## src/rtl/mem_port_arbiter.sv

```systemverilog
// Arbitrates one synchronous-read RAM between CPU fetch and load/store ports.
// Data port has priority, bounded by a fetch starvation counter; response one cycle after grant.
module mem_port_arbiter #(
  parameter int ADDR_W     = 32,
  parameter int DATA_W     = 32,
  parameter int STARVE_MAX = 2
) (
  input  logic                clk,
  input  logic                rst,
  input  logic                inst_req_i,
  input  logic [ADDR_W-1:0]   inst_addr_i,
  output logic                inst_gnt_o,
  output logic                inst_rvalid_o,
  output logic [DATA_W-1:0]   inst_rdata_o,
  input  logic                data_req_i,
  input  logic                data_we_i,
  input  logic [ADDR_W-1:0]   data_addr_i,
  input  logic [DATA_W/8-1:0] data_sel_i,
  input  logic [DATA_W-1:0]   data_wdata_i,
  output logic                data_gnt_o,
  output logic                data_rvalid_o,
  output logic [DATA_W-1:0]   data_rdata_o,
  output logic                ram_ce_o,
  output logic                ram_we_o,
  output logic [ADDR_W-1:0]   ram_addr_o,
  output logic [DATA_W/8-1:0] ram_sel_o,
  output logic [DATA_W-1:0]   ram_data_o,
  input  logic [DATA_W-1:0]   ram_data_i
);

  localparam int SEL_W = DATA_W / 8;
  // Keep the counter at least one bit wide so STARVE_MAX=0 still elaborates.
  localparam int CNT_W = (STARVE_MAX > 0) ? $clog2(STARVE_MAX + 1) : 1;

  typedef enum logic [1:0] {
    RSP_NONE,
    RSP_INST,
    RSP_DRD,
    RSP_DWR
  } rsp_e;

  rsp_e             rsp_q, rsp_d;
  logic [CNT_W-1:0] starve_q, starve_d;
  logic             starved;
  logic             inst_win;
  logic             data_win;

  always_comb begin
    starved  = (starve_q == CNT_W'(STARVE_MAX));
    inst_win = !rst && inst_req_i && (!data_req_i || starved);
    data_win = !rst && data_req_i && !inst_win;

    starve_d = starve_q;
    if (!inst_req_i || inst_win) begin
      starve_d = '0;
    end else if (data_win && !starved) begin
      starve_d = starve_q + CNT_W'(1);
    end

    rsp_d = RSP_NONE;
    if (inst_win) begin
      rsp_d = RSP_INST;
    end else if (data_win) begin
      rsp_d = data_we_i ? RSP_DWR : RSP_DRD;
    end
  end

  always_ff @(posedge clk) begin
    if (rst) begin
      rsp_q    <= RSP_NONE;
      starve_q <= '0;
    end else begin
      rsp_q    <= rsp_d;
      starve_q <= starve_d;
    end
  end

  always_comb begin
    inst_gnt_o = inst_win;
    data_gnt_o = data_win;

    ram_ce_o   = inst_win || data_win;
    ram_we_o   = data_win && data_we_i;
    ram_addr_o = '0;
    ram_sel_o  = '0;
    ram_data_o = '0;
    if (data_win) begin
      ram_addr_o = data_addr_i;
      ram_sel_o  = data_sel_i;
      ram_data_o = data_wdata_i;
    end else if (inst_win) begin
      ram_addr_o = inst_addr_i;
      ram_sel_o  = {SEL_W{1'b1}};
    end

    // Gating with rst hides a response still held in rsp_q on the reset cycle.
    inst_rvalid_o = !rst && (rsp_q == RSP_INST);
    data_rvalid_o = !rst && ((rsp_q == RSP_DRD) || (rsp_q == RSP_DWR));
    inst_rdata_o  = inst_rvalid_o ? ram_data_i : '0;
    data_rdata_o  = (!rst && (rsp_q == RSP_DRD)) ? ram_data_i : '0;
  end

endmodule

```

## config.mk

```make
export PLATFORM = sky130hd
export DESIGN_NAME = mem_port_arbiter
export DESIGN_NICKNAME = d
export VERILOG_FILES = /design/src/rtl/mem_port_arbiter.sv
export SDC_FILE = /design/constraint.sdc
export NUM_CORES = 1
export LEC_CHECK = 0
export ABC_CLOCK_PERIOD_IN_PS = 3020
export BUFFER_PORTS_ARGS = -buffer_cell sky130_fd_sc_hd__buf_2
export CORE_AREA = 2 2 105 107
export DETAILED_ROUTE_END_ITERATION = 10
export DIE_AREA = 0 0 107 109
export GPL_TIMING_DRIVEN = 1
export PLACE_DENSITY = 0.44
export SETUP_SLACK_MARGIN = 0.02
export SKIP_LAST_GASP = 1
export SLEW_MARGIN = 20
export SYNTH_ARGS = -nofsm -noshare
export SYNTH_HDL_FRONTEND = slang
export SYNTH_SLANG_ARGS = --single-unit
```

## constraint.sdc

```tcl
create_clock -name clk -period 3.02 [get_ports clk]
set_clock_uncertainty 0.05 [all_clocks]
set_input_delay 0.302 -clock clk [delete_from_list [all_inputs] [get_ports clk]]
set_output_delay 0.302 -clock clk [all_outputs]
set_load 0.05 [all_outputs]
```

==> flow_metrics.env <==
export IMPL_status="finished clean"
export IMPL_synth_mux_area_fraction_pct=0
export IMPL_remaining_drc_errors=0
export IMPL_die_y_um=109
export IMPL_ys_flop_type="dfxtp_1"
export IMPL_wl_met1_um=2710
export IMPL_htree_levels=1
export IMPL_gr_total_overflow=0
export IMPL_setup_tns_ns=0
export IMPL_crit_type="reg -> out"
export IMPL_critPathRequiredTime_ns=2.67
export IMPL_vias=2512
export IMPL_cts_resized_gates=0
export IMPL_yosys_register_bits=4
export IMPL_synth_xor_area_share_pct=0
export IMPL_synth_area_sq_um=1430
export IMPL_yosysWarnings=0
export IMPL_grt_pass1_vias=2139
export IMPL_layout_min_cycle_time_ns=2.45
export IMPL_clkTransAtPathRegs_ns=0.03
export IMPL_tightest_slew_ns=0.611
export IMPL_power_mw=0.696
export IMPL_ant_nets=0
export IMPL_hp_class="in -> reg"
export IMPL_drt_iter0_markers=86
export IMPL_cp_end_kind="output port"
export IMPL_synth_top_cells_by_count="and2_1, nor2_1, a32oi_1"
export IMPL_cp_start_kind="register"
export IMPL_ys_top_cells_by_area="and2_1, a32oi_1, nor2_1, dfxtp_1, buf_4"
export IMPL_grt_max_degree=35
export IMPL_post_dp_hpwl_um=6280
export IMPL_top_layer_used="met4"
export IMPL_yosys_area_top_type_share_pct=42.4
export IMPL_synth_compound_area_share_pct=23.6
export IMPL_hold_viol_final=0
export IMPL_ys_async_sr_fraction_pct=0
export IMPL_slew_headroom_pct=59.1
export IMPL_core_area_sq_um=10600
export IMPL_die_width_um=107
export IMPL_via_per_inst=4.08
export IMPL_setup_ws_ns=0.574
export IMPL_antenna_found_initial=0
export IMPL_synth_edf_count=0
export IMPL_dpl_cell_count=612
export IMPL_gp_congestion=0.720
export IMPL_fin_hold_ws_ns=0.314
export IMPL_cts_max_path_buffers=2
export IMPL_grt_pass1_wl_um=9960
export IMPL_ctsHoldBuffers=0
export IMPL_synth_cells=218
export IMPL_area_growth_pct=102
export IMPL_powerDensity_nw_per_um2=241
export IMPL_place_ws_ns=0.810
export IMPL_num_rows=38
export IMPL_drive_above_1_share_pct=60.6
export IMPL_root_buffer="clkbuf_8"
export IMPL_leakagePower_nw=1.80
export IMPL_post_route_cell_area_sq_um=2900
export IMPL_ios=275
export IMPL_setup_viol=0
export IMPL_wl_met3_um=663
export IMPL_rsz0062_at_grt="false"
export IMPL_cp_arrival_ns=2.09
export IMPL_peakVddDrop_v=0.000120
export IMPL_synth_cell_types=19
export IMPL_post_synth_and_or_nand_nor_area_fraction_pct=57.8
export IMPL_syn_nets=356
export IMPL_firstDrtPassIters=4
export IMPL_fin_crit_sh_pct=81.0
export IMPL_cap_violations=0
export IMPL_clk_latency_ns=0.21
export IMPL_track_usage_pct=10.7
export IMPL_initial_core_util_pct=13.5
export IMPL_finalWirelength_um=7230
export IMPL_wire_per_inst_um=11.8
export IMPL_cp_max_fo=22
export IMPL_slew_violations=0
export IMPL_fmax_mhz=409
export IMPL_avgSynthCellArea_sq_um=6.57
export IMPL_place_area_sq_um=2850
export IMPL_num_antenna_cells=0
export IMPL_synth_top_family_by_area="simple AND/OR/NAND/NOR gates"
export IMPL_fin_cells=615
export IMPL_cts_buffers=3
export IMPL_seq_area_frac_synth_pct=5.59
export IMPL_fin_util_pct=27.3
export IMPL_synth_top_cell_by_area="and2_1"
export IMPL_dieArea_sq_um=11700
export IMPL_tritoncts="done"
export IMPL_post_cts_repair_setup_buffers=0
export IMPL_yosys_area_share_adder_pct=0.873
export IMPL_met2_length_um=3740
export IMPL_fin_nets=615
export IMPL_io_buffers=274
export IMPL_synth_most_common_cell="and2_1"
export IMPL_cts_sinks=4
cell families after synthesis:
logic type | count (synthesis)
and+or+nand+nor | 146
AOI/OAI and AO/OA | 40
buffers and inverters | 27
DFF | 4
adders and majority gates | 1
cell type report:
type                    count  area, sq um
fillers                  1188         7710
inverters                   1         3.75
flip-flops and latches      4         80.1
well taps                 140          175
repair buffers            280         1420
clock buffers               3         41.3
multi-input cells         187         1180
report_power, final:
group	total, mW	switching, mW	internal (mW)
registers	0.0569	0.00131	0.0556
logic	0.530	0.373	0.157
clock network	0.110	0.0252	0.0847
sequential cells by signal (all words and copies together) (netlist names):
signal / flops
rsp_q: 2
starve_q: 2
critical path: stages, from the launching register on:
cell      delay (ns)
dfxtp_1         0.30
inv_1           0.06
ha_1            0.27
nand2b_1        0.40
buf_4           0.32
a32oi_1         0.13
nor2_1          0.11
buf_2           0.27
cells in the final DEF, fill, tap and decap left out, types with 2 or more instances in the layout:
cell type  count
buf_4          6
nand2b_1       2
a32oi_1       32
buf_2        274
nor3_1         2
a21oi_1        6
nand2_1        6
nor3b_2        2
nor2_1        35
dfxtp_1        4
clkbuf_8       3
and2_1        97
path summary, 6_finish.rpt:
path,cells after the start,slack (ns),endpoint,startpoint
min reg2reg,1,0.37,starve_q[0],starve_q[0]
max reg2reg,5,1.42,rsp_q[0],starve_q[0]
max,7,0.57,ram_addr_o[13],starve_q[0]
min,3,0.31,rsp_q[0],data_we_i
layer usage:
layer  global-route usage [%]  vias up
li1                         -     1256
met1                     11.7     1093
met2                     20.3      157
met3                     2.15        6
met4                     3.99        0
met5                        0        -
(Power assumes the default switching activity.)
